File: src/rtl/wbgpio_pkg.sv
// Shared constants for the Wishbone GPIO/interrupt block: register map and field width.
package wbgpio_pkg;
  localparam int FW = 16;

  localparam logic [1:0] ADDR_IN   = 2'd0;
  localparam logic [1:0] ADDR_OUT  = 2'd1;
  localparam logic [1:0] ADDR_IE   = 2'd2;
  localparam logic [1:0] ADDR_PEND = 2'd3;

  // Mask with the low n bits set; n ranges 1..FW.
  function automatic logic [FW-1:0] low_mask(input int n);
    low_mask = FW'((32'd1 << n) - 32'd1);
  endfunction
endpackage

File: src/rtl/wbgpio_infilter.sv
// Input conditioning: two-flop synchroniser, then an optional tick-sampled debounce.
// Latency 2 cycles without the filter; with it, two agreeing tick samples are needed.
module wbgpio_infilter #(
  parameter int NIN  = 16,
  parameter int DBLW = 0
) (
  input  logic           i_clk,
  input  logic           i_reset_n,
  input  logic           i_tick,
  input  logic [NIN-1:0] i_raw,
  output logic [NIN-1:0] o_filtered
);
  logic [NIN-1:0] r_meta;
  logic [NIN-1:0] r_sync;

  always_ff @(posedge i_clk or negedge i_reset_n) begin
    if (!i_reset_n) begin
      r_meta <= '0;
      r_sync <= '0;
    end else begin
      r_meta <= i_raw;
      r_sync <= r_meta;
    end
  end

  generate
    if (DBLW == 0) begin : g_nofilt
      logic w_unused_tick;
      assign w_unused_tick = i_tick;
      assign o_filtered    = r_sync;
    end else begin : g_debounce
      logic [NIN-1:0] r_samp;
      logic [NIN-1:0] r_filt;
      logic [NIN-1:0] w_agree;

      // A pin follows the input only once two consecutive tick samples match.
      assign w_agree = ~(r_sync ^ r_samp);

      always_ff @(posedge i_clk or negedge i_reset_n) begin
        if (!i_reset_n) begin
          r_samp <= '0;
          r_filt <= '0;
        end else if (i_tick) begin
          r_samp <= r_sync;
          r_filt <= (r_sync & w_agree) | (r_filt & ~w_agree);
        end
      end

      assign o_filtered = r_filt;
    end
  endgenerate
endmodule

File: src/rtl/wbgpio_irq.sv
// Four-register pipelined Wishbone GPIO with edge interrupts; never stalls.
// Ack and read data one cycle after each request; o_int one cycle after pending changes.
module wbgpio_irq
  import wbgpio_pkg::*;
#(
  parameter int          NIN     = 16,
  parameter int          NOUT    = 16,
  parameter logic [FW-1:0] DEFAULT = 16'h0000,
  parameter int          DBLW    = 0
) (
  input  logic            i_clk,
  input  logic            i_reset_n,
  input  logic            i_wb_cyc,
  input  logic            i_wb_stb,
  input  logic            i_wb_we,
  input  logic [1:0]      i_wb_addr,
  input  logic [31:0]     i_wb_data,
  output logic            o_wb_stall,
  output logic            o_wb_ack,
  output logic [31:0]     o_wb_data,
  input  logic [NIN-1:0]  i_gpio,
  output logic [NOUT-1:0] o_gpio,
  output logic            o_int
);
  localparam logic [FW-1:0] IN_MASK  = low_mask(NIN);
  localparam logic [FW-1:0] OUT_MASK = low_mask(NOUT);

  logic            w_tick;
  logic [NIN-1:0]  w_filt;
  logic [FW-1:0]   w_in;
  logic            w_req;
  logic            w_wr;
  logic [FW-1:0]   w_omask;
  logic [FW-1:0]   w_rise;
  logic [FW-1:0]   w_fall;
  logic [FW-1:0]   w_set;
  logic [FW-1:0]   w_clr;
  logic [31:0]     w_rdata;

  logic [FW-1:0]   r_out;
  logic [31:0]     r_ie;
  logic [FW-1:0]   r_pend;
  logic [FW-1:0]   r_prev;

  generate
    if (DBLW == 0) begin : g_notick
      assign w_tick = 1'b1;
    end else begin : g_presc
      logic [DBLW-1:0] r_presc;
      always_ff @(posedge i_clk or negedge i_reset_n) begin
        if (!i_reset_n) r_presc <= '0;
        else            r_presc <= r_presc + DBLW'(1);
      end
      assign w_tick = &r_presc;
    end
  endgenerate

  wbgpio_infilter #(.NIN(NIN), .DBLW(DBLW)) u_infilter (
    .i_clk      (i_clk),
    .i_reset_n  (i_reset_n),
    .i_tick     (w_tick),
    .i_raw      (i_gpio),
    .o_filtered (w_filt)
  );

  always_comb begin
    w_in            = '0;
    w_in[NIN-1:0]   = w_filt;
  end

  assign w_req   = i_wb_stb & i_wb_cyc;
  assign w_wr    = w_req & i_wb_we;
  assign w_omask = i_wb_data[31:16] & OUT_MASK;

  assign w_rise = w_in & ~r_prev;
  assign w_fall = ~w_in & r_prev;
  assign w_set  = (w_rise & r_ie[15:0]) | (w_fall & r_ie[31:16]);
  assign w_clr  = (w_wr && i_wb_addr == ADDR_PEND) ? i_wb_data[15:0] : '0;

  always_comb begin
    w_rdata = '0;
    case (i_wb_addr)
      ADDR_IN:  w_rdata = {16'h0, w_in};
      ADDR_OUT: w_rdata = {16'h0, r_out};
      ADDR_IE:  w_rdata = r_ie;
      default:  w_rdata = {16'h0, r_pend};
    endcase
  end

  always_ff @(posedge i_clk or negedge i_reset_n) begin
    if (!i_reset_n) begin
      r_out     <= DEFAULT & OUT_MASK;
      r_ie      <= '0;
      r_pend    <= '0;
      r_prev    <= '0;
      o_wb_ack  <= 1'b0;
      o_wb_data <= '0;
      o_int     <= 1'b0;
    end else begin
      o_wb_ack <= w_req;
      r_prev   <= w_in;
      // Set is applied after clear so a same-cycle edge is never lost.
      r_pend   <= w_set | (r_pend & ~w_clr);
      o_int    <= |r_pend;
      if (w_req) o_wb_data <= w_rdata;
      if (w_wr && i_wb_addr == ADDR_OUT) r_out <= (r_out & ~w_omask) | (i_wb_data[15:0] & w_omask);
      if (w_wr && i_wb_addr == ADDR_IE)  r_ie  <= i_wb_data & {IN_MASK, IN_MASK};
    end
  end

  assign o_wb_stall = 1'b0;
  assign o_gpio     = r_out[NOUT-1:0];
endmodule

File: config.mk
export PLATFORM = sky130hd
export DESIGN_NAME = wbgpio_irq
export DESIGN_NICKNAME = d
export VERILOG_FILES = /design/src/rtl/wbgpio_pkg.sv /design/src/rtl/wbgpio_infilter.sv /design/src/rtl/wbgpio_irq.sv
export SDC_FILE = /design/constraint.sdc
export NUM_CORES = 1
export LEC_CHECK = 0
export BUFFER_PORTS_ARGS = -buffer_cell sky130_fd_sc_hd__buf_4
export CORE_ASPECT_RATIO = 1.2
export CORE_MARGIN = 3
export CORE_UTILIZATION = 26
export CTS_BUF_LIST = sky130_fd_sc_hd__clkbuf_16
export DETAILED_ROUTE_END_ITERATION = 8
export GPL_TIMING_DRIVEN = 0
export SYNTH_ARGS = -nofsm -noshare
export SYNTH_HDL_FRONTEND = slang
export SYNTH_SLANG_ARGS = --single-unit
export TNS_END_PERCENT = 30
File: constraint.sdc
create_clock -name i_clk -period 1.3 [get_ports i_clk]
set_input_delay 0 -clock i_clk [delete_from_list [all_inputs] [get_ports i_clk]]
set_output_delay 0 -clock i_clk [all_outputs]
set_load 0.02 [all_outputs]
==> impl_metrics.ini <==
[run_status]
result_of_the_run = finished clean

[setup_path]
r2r.worst_path.cells = 2
worstPathArrival_ns = 1.45
cpLargestDelayFamily = simple AND/OR/NAND/NOR gates
timing.critical_path.buf_inv = 0
crit_path_max_incr_delay_ns = 0.49
worst_setup_path_end_kind = flip-flop
cp_slowest_cell = nor4_1
crit-reg2reg-launch = r_pend[10]
crit_chain = nor4_1 > nand4_1
critical_path.startpoint_type = flip-flop
regToRegSetupSlack_ns = 0.11
required_ns = 1.56
critical_register_to_register_path_endpoint = o_int
critical_path_peak_fanout = 3
worstSetupPathType = reg -> reg

[place]
hpwlAfterDp_um = 11600
port-buffer-count = 102
gp_routability_congestion = 0.843

[clock_network]
worst_skew_pair.late_latency_ns = 0.42
numClockSinks = 146
cts_setup_buffers = 0
cts-root-to-sink-buffers = 2
clk_pin_slew_ns = 0.06
cts_root_buf = clkbuf_16
cts_tree = done
cts_htree_levels = 4
cts-buffers-inserted = 17

[final_layout]
final_common_cell = dfrtp_1
core_occupancy_in_the_finished_layout_pct = 37.0
num_antenna_cells = 0
area.growth.synth_to_final_pct = 37.2
fin_nets = 636
leading_cell_types_in_the_layout_fill_and_taps_excluded = 146 x dfrtp_1, 103 x buf_4, 52 x dlygate4sd3_1
post_route_cells_drive_above_1_share_pct = 31.9

[hold_path]
holdCritStartpoint = i_wb_addr[0]
hold-path-cell-count = 3
worst_hold_path.endpoint = r_pend[12]
worst_hold_path_type = in -> reg

[global_route]
grt.total_usage_pct = 14.4
vias_in_the_first_global_route = 4472
grt_overflow = 0
antenna_found_initial = 0
global_route_wire_length_before_repair_um = 26000
largest_net_degree_at_the_start_of_global_routing = 95

[synthesis]
syn_avg_cell_area_um2 = 14.1
ys_warn_count = 0
post-synth-top-area-cell = dfrtp_1
synth_cells = 407
mappedNetlistArea_mm2 = 0.00575
synth_top_cell_area_share_pct = 63.5
synth_nets = 462
yosys.cell_types.count = 27
ys_seq_area_share_pct = 63.5
netlist_top_cells_area = dfrtp_1 64%, mux2_4 7.8%, mux2i_1 5.6%, mux2_2 3.5%, nand2_1 3.3%
synth.ff_latch_count = 146

[floorplanning]
die_h_um = 169
start_util_pct = 27.0
design.die.area_mm2 = 0.0239
io_pins = 106
floorplan.die.width_um = 142
rows = 58
core_region_area_mm2 = 0.0213

[routing]
routed_wl_um = 17000
postRouteAntennaNets = 0
drtPass1Iterations = 4
drt_drc_violations_left = 0
detailroute.via_count = 4067
wire_per_inst_um = 19.7
avgViaCountPerCell = 4.72
detailedRoute.firstIterationViolations = 283

[pwr]
p_per_area_mw_per_mm2 = 1520
power_leakage_nw = 3.66
max-vdd-ir-drop_mv = 0.990
design_power_total_w = 0.0120

[timing]
slew_violations = 0
finalHoldViolCount = 0
setup_viol = 0
timing_worst_slew_pin_value_ns = 0.784
finalClockSkew_ns = 0.00790
setup-tns-final_ns = 0
max_freq_ghz = 0.840
period_utilization_post_route_pct = 91.5
finalWorstPathRequiredPeriod_ns = 1.19
slew_headroom_pct = 47.7
grt_setup_unrepaired = no

[job]
maxCapViolations = 0
tightest hold or removal path, cell delays in order:
cell     delay [ns]
buf_6          0.12
nand4_1        0.17
a211o_1        0.14
report_power, final:
part	switching [W]	internal, W
sequential	0.000512	0.00516
combinational	0.00100	0.00115
clock	0.00179	0.00234
total	0.00331	0.00865
cell usage after synthesis:
master      n
buf_1       1
buf_2       7
mux2_2     18
o211ai_1   14
inv_1       1
buf_4       2
nand3b_1   14
a211o_1     2
mux2i_1    32
a22o_1     16
o22ai_1     2
nor4_1      4
buf_6       4
nand2b_1    1
nand2_4     1
mux2_4     30
conb_1      1
o221ai_1   16
and4b_1     1
nor2b_1     2
nand4_1     3
dfrtp_1   146
nor3b_1    16
clkbuf_1    8
clkbuf_2    1
o21ai_0    14
nand2_1    50
kinds of logic after synthesis:
group / Yosys count / share of synthesized area, %
flip-flops: 146 / 63.5
AO/OA/AOI/OAI: 64 / 8.44
other: 1 / 0.0652
buffers and inverters: 24 / 2.39
AND/OR/NAND/NOR: 92 / 8.64
multiplexers: 80 / 16.9
stage by stage:
stage          instance area (um2)  worst slack (ns)  hold slack, ns  instances
2_1_floorplan                 5750             0.154          -0.296        407
3_3_place_gp                  6850            -0.451           0.111        779
3_5_place_dp                  6890            -0.467         -0.0104        780
4_1_cts                       7890            0.0924          0.0298        862
5_1_grt                       7890            0.0365          0.0196        862
6_report                      7890             0.110          0.0474        862
metal layers:
metal,share of wire (%),GRT usage [%]
met1,42,17.4
met2,49,23.5
met3,6.1,4.58
met4,2.8,6.51
met5,0,0
layout make-up:
type	instances	area (um2)
sequential	146	3650
clock buffer	17	425
clock inverter	13	57.6
inverter	1	3.75
fill	2065	13400
timing repair buffer	155	1320
tap	270	338
buffer	23	136
multi-input combinational	237	1960
timing repair:
item / 4_1_cts / 5_1_grt
gates resized for setup: 2 / 0
endpoints found under the setup margin: 2 / 0
hold endpoints to repair: 134 / 0
hold buffers: 52 / 0
worst max-delay path by stage:
stage                       from       endpoint  slack, ns  cells after the start
global placement        i_wb_stb  o_wb_data[15]      -0.45                      6
detailed placement  i_wb_addr[1]      r_pend[3]      -0.47                      6
CTS                   r_pend[10]          o_int       0.09                      2
floorplan           i_wb_addr[1]       r_ie[10]       0.15                      6
finish                r_pend[10]          o_int       0.11                      2
global route          r_pend[10]          o_int       0.04                      2
(Power assumes the default switching activity.)
